## config.mk

```make
export PLATFORM = sky130hd
export DESIGN_NAME = fpmul_round_pack
export DESIGN_NICKNAME = d
export VERILOG_FILES = /design/src/rtl/fpmul_pkg.sv /design/src/rtl/fpmul_pipe_ctl.sv /design/src/rtl/fpmul_round_pack.sv
export SDC_FILE = /design/constraint.sdc
export NUM_CORES = 1
export LEC_CHECK = 0
export ABC_CLOCK_PERIOD_IN_PS = 6280
export CELL_PAD_IN_SITES_DETAIL_PLACEMENT = 0
export CELL_PAD_IN_SITES_GLOBAL_PLACEMENT = 1
export CORE_AREA = 2 2 97 99
export CTS_CLUSTER_SIZE = 30
export DETAILED_ROUTE_END_ITERATION = 7
export DIE_AREA = 0 0 99 101
export PLACE_DENSITY = 0.91
export REMOVE_ABC_BUFFERS = 1
export SYNTH_ARGS = -nofsm -noshare
export SYNTH_HDL_FRONTEND = slang
export SYNTH_SLANG_ARGS = --single-unit
```

## constraint.sdc

```tcl
create_clock -name Clk -period 6.28 [get_ports Clk]
set_input_delay 1.57 -clock Clk [delete_from_list [all_inputs] [get_ports Clk]]
set_output_delay 1.57 -clock Clk [all_outputs]
set_load 0.02 [all_outputs]
```

## src/rtl/fpmul_pkg.sv

```systemverilog
// Shared constants and payload types for the FPMUL round/pack stage.
package fpmul_pkg;

  localparam int unsigned EXP_W  = 10;
  localparam int unsigned FRAC_W = 23;
  localparam int unsigned FLG_W  = 12;
  localparam int unsigned ST_W   = 4;
  localparam int unsigned WORD_W = 32;

  localparam int unsigned FLG_P_ZF     = 11;
  localparam int unsigned FLG_P_DNF    = 10;
  localparam int unsigned FLG_P_INFF   = 9;
  localparam int unsigned FLG_P_NANF   = 8;
  localparam int unsigned FLG_MAP_ONES = 7;
  localparam int unsigned FLG_ROUND    = 6;
  localparam int unsigned FLG_UNDER    = 5;
  localparam int unsigned FLG_OVER     = 4;
  localparam int unsigned FLG_AB_NAN   = 3;
  localparam int unsigned FLG_AB_INF   = 2;
  localparam int unsigned FLG_AB_ZERO  = 1;
  localparam int unsigned FLG_AB_DNF   = 0;

  localparam int unsigned ST_NV = 3;
  localparam int unsigned ST_OF = 2;
  localparam int unsigned ST_UF = 1;
  localparam int unsigned ST_NX = 0;

  localparam logic [7:0]        EXP_MAX      = 8'hFF;
  localparam logic [WORD_W-1:0] QNAN_DEFAULT = 32'h7FC0_0000;

  // Stage-1 (post-round) payload
  typedef struct packed {
    logic              sign;
    logic [EXP_W-1:0]  exp_r;
    logic [FRAC_W-1:0] frac_r;
    logic [FLG_W-1:0]  flags;
    logic              round;
  } s1_t;

endpackage

```

## src/rtl/fpmul_pipe_ctl.sv

```systemverilog
// Generic two-deep valid/ready pipeline controller producing per-stage load enables.
module fpmul_pipe_ctl (
  input  logic clk,
  input  logic rst,
  input  logic in_valid,
  output logic in_ready_c,
  input  logic out_ready,
  output logic s1_load_c,
  output logic s2_load_c,
  output logic s1_valid,
  output logic s2_valid
);

  logic s1_adv_c;

  // Stage 1 may move on whenever stage 2 is empty or draining this cycle
  always_comb begin
    s1_adv_c   = ~s2_valid | out_ready;
    in_ready_c = ~rst & (~s1_valid | s1_adv_c);
    s1_load_c  = in_valid & in_ready_c;
    s2_load_c  = s1_valid & s1_adv_c;
  end

  always_ff @(posedge clk or posedge rst) begin
    if (rst) begin
      s1_valid <= 1'b0;
      s2_valid <= 1'b0;
    end else begin
      s1_valid <= s1_load_c | (s1_valid & ~s1_adv_c);
      s2_valid <= s2_load_c | (s2_valid & ~out_ready);
    end
  end

endmodule

```

## src/rtl/fpmul_round_pack.sv

```systemverilog
// FPMUL final stage: round-to-nearest-even, special-case resolution, IEEE-754 packing
// and sticky exception status, as a two-stage valid/ready pipeline.
module fpmul_round_pack
  import fpmul_pkg::*;
#(
  parameter logic [WORD_W-1:0] QNAN     = QNAN_DEFAULT,
  parameter int                FLUSH_DN = 1
) (
  input  logic              Clk,
  input  logic              Rst,
  input  logic              in_valid,
  output logic              in_ready,
  input  logic              sign,
  input  logic [EXP_W-1:0]  EAP,
  input  logic [FRAC_W-1:0] MAP,
  input  logic [FLG_W-1:0]  flags,
  output logic              out_valid,
  input  logic              out_ready,
  output logic [WORD_W-1:0] result,
  output logic [ST_W-1:0]   status,
  input  logic              status_clr
);

  if (FLUSH_DN != 1) begin : g_flush_chk
    $fatal(1, "fpmul_round_pack: only FLUSH_DN=1 is supported");
  end

  logic s1_load_c, s2_load_c, s1_valid, s2_valid;

  fpmul_pipe_ctl u_ctl (
    .clk        (Clk),
    .rst        (Rst),
    .in_valid   (in_valid),
    .in_ready_c (in_ready),
    .out_ready  (out_ready),
    .s1_load_c  (s1_load_c),
    .s2_load_c  (s2_load_c),
    .s1_valid   (s1_valid),
    .s2_valid   (s2_valid)
  );

  assign out_valid = s2_valid;

  s1_t               s1_d, s1_q;
  logic [FRAC_W-1:0] frac_sum_c;
  logic              carry_c;

  // Rounding increment; a carry out of an all-ones fraction bumps the exponent
  always_comb begin
    carry_c      = flags[FLG_ROUND] & flags[FLG_MAP_ONES];
    frac_sum_c   = MAP + FRAC_W'(flags[FLG_ROUND]);
    s1_d.sign    = sign;
    s1_d.exp_r   = EAP + EXP_W'(carry_c);
    s1_d.frac_r  = carry_c ? '0 : frac_sum_c;
    s1_d.flags   = flags;
    s1_d.round   = flags[FLG_ROUND];
  end

  always_ff @(posedge Clk or posedge Rst) begin
    if (Rst) s1_q <= '0;
    else if (s1_load_c) s1_q <= s1_d;
  end

  logic [WORD_W-1:0] res_c;
  logic [ST_W-1:0]   st_set_c;
  logic              under_c, over_c;

  // Special-case priority select and pack
  always_comb begin
    res_c    = {s1_q.sign, s1_q.exp_r[7:0], s1_q.frac_r};
    st_set_c = '0;
    under_c  = s1_q.flags[FLG_UNDER] | s1_q.exp_r[9] | (s1_q.exp_r[7:0] == 8'h00);
    over_c   = s1_q.flags[FLG_OVER] | s1_q.exp_r[8] | (s1_q.exp_r[7:0] == EXP_MAX);
    if (s1_q.flags[FLG_AB_NAN]) begin
      res_c           = QNAN;
      st_set_c[ST_NV] = 1'b1;
    end else if (s1_q.flags[FLG_AB_INF]) begin
      res_c = {s1_q.sign, EXP_MAX, FRAC_W'(0)};
    end else if (s1_q.flags[FLG_AB_ZERO] | s1_q.flags[FLG_AB_DNF]) begin
      res_c = {s1_q.sign, 31'h0};
    end else if (under_c) begin
      res_c           = {s1_q.sign, 31'h0};
      st_set_c[ST_UF] = 1'b1;
      st_set_c[ST_NX] = 1'b1;
    end else if (over_c) begin
      res_c           = {s1_q.sign, EXP_MAX, FRAC_W'(0)};
      st_set_c[ST_OF] = 1'b1;
      st_set_c[ST_NX] = 1'b1;
    end else begin
      st_set_c[ST_NX] = s1_q.round;
    end
  end

  always_ff @(posedge Clk or posedge Rst) begin
    if (Rst) begin
      result <= '0;
      status <= '0;
    end else begin
      if (s2_load_c) result <= res_c;
      status <= (status_clr ? '0 : status) | (s2_load_c ? st_set_c : '0);
    end
  end

  // Product-side classification flags are carried for visibility but not consumed here
  logic unused_flag_bits;
  assign unused_flag_bits = ^{s1_q.flags[FLG_P_ZF:FLG_ROUND]};

endmodule
```

=== Word level (Yosys, flattened, before mapping) ===
Cells that the tools add are included.

* Bitwise logic cells: 21
* Muxes and demuxes: 17
* Add/sub/neg operators: 2
* Reductions and logical operators: 1
* Equality and inequality tests: 1

{| class="wikitable"
|+ Operator list
! operator !! count
|-
| 31-bit 2-to-1 mux || 4
|-
| 32-bit 2-to-1 mux || 1
|-
| 23-bit by 1-bit adder with 23-bit output || 1
|-
| 23-bit 2-to-1 mux || 1
|-
| 10-bit by 1-bit adder with 10-bit output || 1
|-
| 3-bit 2-to-1 mux || 3
|-
| 1-bit bitwise OR || 9
|-
| 8-bit equality test, second input constant || 1
|-
| 8-bit zero test || 1
|-
| 4-bit 2-to-1 mux || 2
|-
| 1-bit AND || 6
|-
| 1-bit 2-to-1 mux || 6
|-
| 1-bit inverter || 5
|-
| 4-bit bitwise OR || 1
|}

* Output and inout port bits: 38
* Word-level logic and storage cells: 51
* Register bits after elaboration: 79
* Input bits: 51

=== Logic depth before layout (Yosys ltp) ===
* Word-level depth: 9
* Depth in mapped cells: 8
* Gate-level depth less buffers: 7

=== By module ===
From an unflattened synthesis, not the netlist that was laid out.

* Cells, all modules: 328
* Area, all modules: 3679.8 um^2

{| class="wikitable"
|+ By module, submodules not included
! module !! seq. area each (um^2) !! times used !! cells an instance !! area each (um^2)
|-
| fpmul_round_pack || 1926.8 || 1 || 317 || 3578.4
|-
| fpmul_pipe_ctl || 50.0 || 1 || 11 || 101.3
|}

=== Least setup slack after synthesis ===
No wires, ideal clock.

* Kind: input -> output
* Start point: in out_ready
* End point: out in_ready
* Setup slack: 2.809 ns
* Required time: 4.710 ns
* Cell stages on the path: 2
* Buffers on the path: 0
* Arrival time: 1.901 ns
* Path through: nor2b_1 > a21oi_2

* Longest elaborated chain between the ends: 3

{| class="wikitable"
|+ RTL lines
! what !! RTL line !! RTL
|-
| from (decl) || fpmul_round_pack.sv:18 || <nowiki>input logic out_ready,</nowiki>
|-
| 1-bit bitwise OR || fpmul_pipe_ctl.sv:18 || <nowiki>s1_adv_c = ~s2_valid | out_ready;</nowiki>
|-
| 1-bit bitwise OR || fpmul_pipe_ctl.sv:19 || <nowiki>in_ready_c = ~rst & (~s1_valid | s1_adv_c);</nowiki>
|-
| 1-bit AND || fpmul_pipe_ctl.sv:19 ||
|-
| to (decl) || fpmul_round_pack.sv:12 || <nowiki>output logic in_ready,</nowiki>
|}

No other way between the ends.

=== Final worst setup path ===
Same ends and word-level chain as after synthesis.

==> metrics.md <==
| Metric | Value |
|---|---|
| Die ar. | `roughly 0.01 mm²` |
| CP Cell Sequence | `clkdlybuf4s50_1 -> nor2b_1 -> a21oi_2 -> clkdlybuf4s50_1` |
| Max Fclk | `around 220 MHz` |
| Drt via density | `about 5.2` |
| CORE AREA | `between 0.008 and 0.009 mm²` |
| Mean Syn Cell Area | `10.8 µm²` |
| Pre-CTS setup slack | `1.78 ns` |
| Delay of the slowest critical-path stage | `roughly 0.64 ns` |
| Slew headroom | `0.327` |
| Detailed Place HPWL | `about 5.6 mm` |
| Leading area contributor after synthesis | `dfrtp_1` |
| R2R Path End | `result[18]` |
| GP Congestion | `a little over 0.8` |
| Synth top cells by count | `79 x dfrtp_1, 49 x nand2_1, 38 x o21ai_0, 20 x xor2_1, 16 x nand3_1` |
| Initial antenna violation count | `0` |
| CTS clk-pin slew, worst paths | `around 0.08 ns` |
| Max Transition Viols Final | `0` |
| Worst clock skew | `approximately 0.0086 ns` |
| Worst path arrival time | `2.94 ns` |
| Ys async rst share | `1.00` |
| Root Buffer | `clkbuf_8` |
| Gr usage total | `0.168` |
| Post-Layout Cell Count | `approximately 530` |
| Placed Area | `0.00449 mm²` |
| Min setup slack post-route | `1.77 ns` |
| Worst hold path type | `flip-flop to flip-flop` |
| Worst VDD drop | `0.124 mV` |
| CTS sink cnt | `roughly 80` |
| Fill cells | `780` |
| Hold-fix buffers, CTS | `0` |
| ANT cells | `0` |
| Hold_ws | `~0.47 ns` |
| Post-route cell area | `roughly 0.0047 mm²` |
| Post-route ant nets | `0` |
| Post-Place Cells | `slightly above 500` |
| Setup tns final | `0 ns` |
| Setup bufs post-CTS | `0` |
| Number of global-route vias before repair | `2763` |
| Netlist cell types | `39` |
| Crit path required time | `4.71 ns` |
| R2R depth | `6` |
| Fin crit share | `0.718` |
| WS Path Type | `primary input to output pin` |
| Die Y-Extent | `a little over 100 µm` |
| Leak pwr | `1.98 nW` |
| H-tree Lvls | `3` |
| Via count | `between 2k and 3k` |
| Max_cap viols | `0` |
| CTS tree | `yes` |
| DRT Wirelength | `~8.0 mm` |
| DRC violations left | `0` |
| CP Capture Type | `output pin` |
| Outcome | `complete, no violations` |
| Global-route wire length before repair | `between 10 and 15 mm` |
| Yosys warns | `0` |
| Count leader, synth | `dfrtp_1` |
| Share of layout cells above drive strength 1 | `0.110` |
| Final Net Count | `roughly 470` |
| Drt wl/cell | `15.2 µm` |
| Total grt overflow | `0` |
| # setup viols final | `0` |
| Synth Register Bits | `79` |
| Largest cells by area after synthesis | `dfrtp_1 56%, o21ai_0 5.3%, nand2_1 5.2%` |
| Hold path startpoint | `result[31]` |
| Worst skew pair latency | `between 0.3 and 0.4 ns` |
| WHS Endpoint | `result[31]` |
| Total Power | `between 1 and 1.5 mW` |
| Primary flip-flop cell chosen by synthesis mapping | `dfrtp_1` |
| Slowest CP cell | `clkdlybuf4s50_1` |
| Seq/Total Area, Yosys | `0.555` |
| Pin count of the biggest net entering global routing | `74` |
| Worst slew pin tran | `1.01 ns` |
| Port buffer count | `84` |
| Area delta synth->final | `32.5%` |
| Launch point of the worst reg-to-reg path | `u_ctl.s2_valid` |
| Final core utilization | `0.526` |
| Starting Density | `0.397` |
| DR pass1 iterations | `4` |
| Post-Syn Area | `between 0.003 and 0.004 mm²` |
| # IOs | `between 80 and 90` |
| Clk buf depth | `2` |
| Syn Inst Count | `about 330` |
| Power Density | `~270 mW/mm²` |
| Synth top area share | `0.555` |
| Worst hold path depth | `2` |
| Die Wd | `~99 µm` |
| Drt first-iter violations | `96` |
| Inserted Clock Buffers | `9` |
| Flop2flop setup slack | `4.24 ns` |
| Fin crit period | `roughly 4.5 ns` |
| Worst Path Max Fanout | `3` |
| Final hold violation count | `0` |
| FP Rows | `35` |
| RSZ-0062 raised after global routing | `false` |
| CP most frequent cell | `clkdlybuf4s50_1` |
| EDFF count, synth | `0` |
| Post-CTS Resized | `0` |
| Crit path launch type | `primary input` |
==> registers in the layout, indices dropped and copies added, names as in the netlist <==
signal and count:
status 4, s1_q 41, result 32, u_ctl.s1_valid 1, u_ctl.s2_valid 1
==> worst max path at each step <==
stage / startpoint / endpoint / slack, ns / cells after the start
floorplan: Rst / result[0] / 2.69 / 1
global placement: out_ready / in_ready / 1.78 / 4
detailed placement: out_ready / in_ready / 1.78 / 4
CTS: out_ready / in_ready / 1.76 / 4
global route: out_ready / in_ready / 1.69 / 4
finish: out_ready / in_ready / 1.77 / 4
==> layout make-up <==
| type | count | area (µm²) | share of cell area |
|---|---|---|---|
| Clock buffer | 12 | 165 | 0.0350 |
| Timing Repair Buffer | 86 | 856 | 0.181 |
| Tap cell | 111 | 139 | 0.0294 |
| Sequential cell | 79 | 1980 | 0.419 |
| Clock inverter | 3 | 65.1 | 0.0138 |
| Multi-Input combinational cell | 233 | 1500 | 0.317 |
| Inverter | 5 | 20.0 | 0.00424 |
==> layout by cell type (no fill, tap or decap), drive strengths merged, types with 10 or more instances in the layout <==
cell type,synthesis,layout
mux2,10,10
nand3,16,16
clkdlybuf4s50,0,84
nand2,49,49
dfrtp,79,79
nor2,15,15
o21ai,38,38
a21oi,10,10
a22o,22,22
clkbuf,7,12
xor2,20,20
==> critical path: cells and delay by family <==
kind                   cells  cell delay, ns
buffers and inverters      2            1.10
AO/OA/AOI/OAI              1            0.20
AND/OR/NAND/NOR            1            0.06
==> per-layer routing <==
layer | global-route usage | vias to the layer above | wire (µm)
li1 | - | 1343 | -
met2 | 0.268 | 67 | 3860
met1 | 0.236 | 1307 | 3690
met5 | 0 | - | 0
met3 | 0.0284 | 8 | 356
met4 | 0.0537 | 0 | 112
==> power breakdown <==
group | switching (mW) | internal (mW)
clock network | 0.176 | 0.254
logic | 0.119 | 0.110
registers | 0.0442 | 0.572
==> cell families after synthesis <==
family | after synthesis | synth area share
buffers and inverters | 17 | 0.0250
adders and majority gates | 4 | 0.0141
xor gates and xnor gates | 29 | 0.0714
AOI/OAI and AO/OA | 78 | 0.144
muxes | 10 | 0.0316
DFF | 79 | 0.555
and+or+nand+nor | 112 | 0.158
No activity file was read; power rests on OpenSTA's default activity.
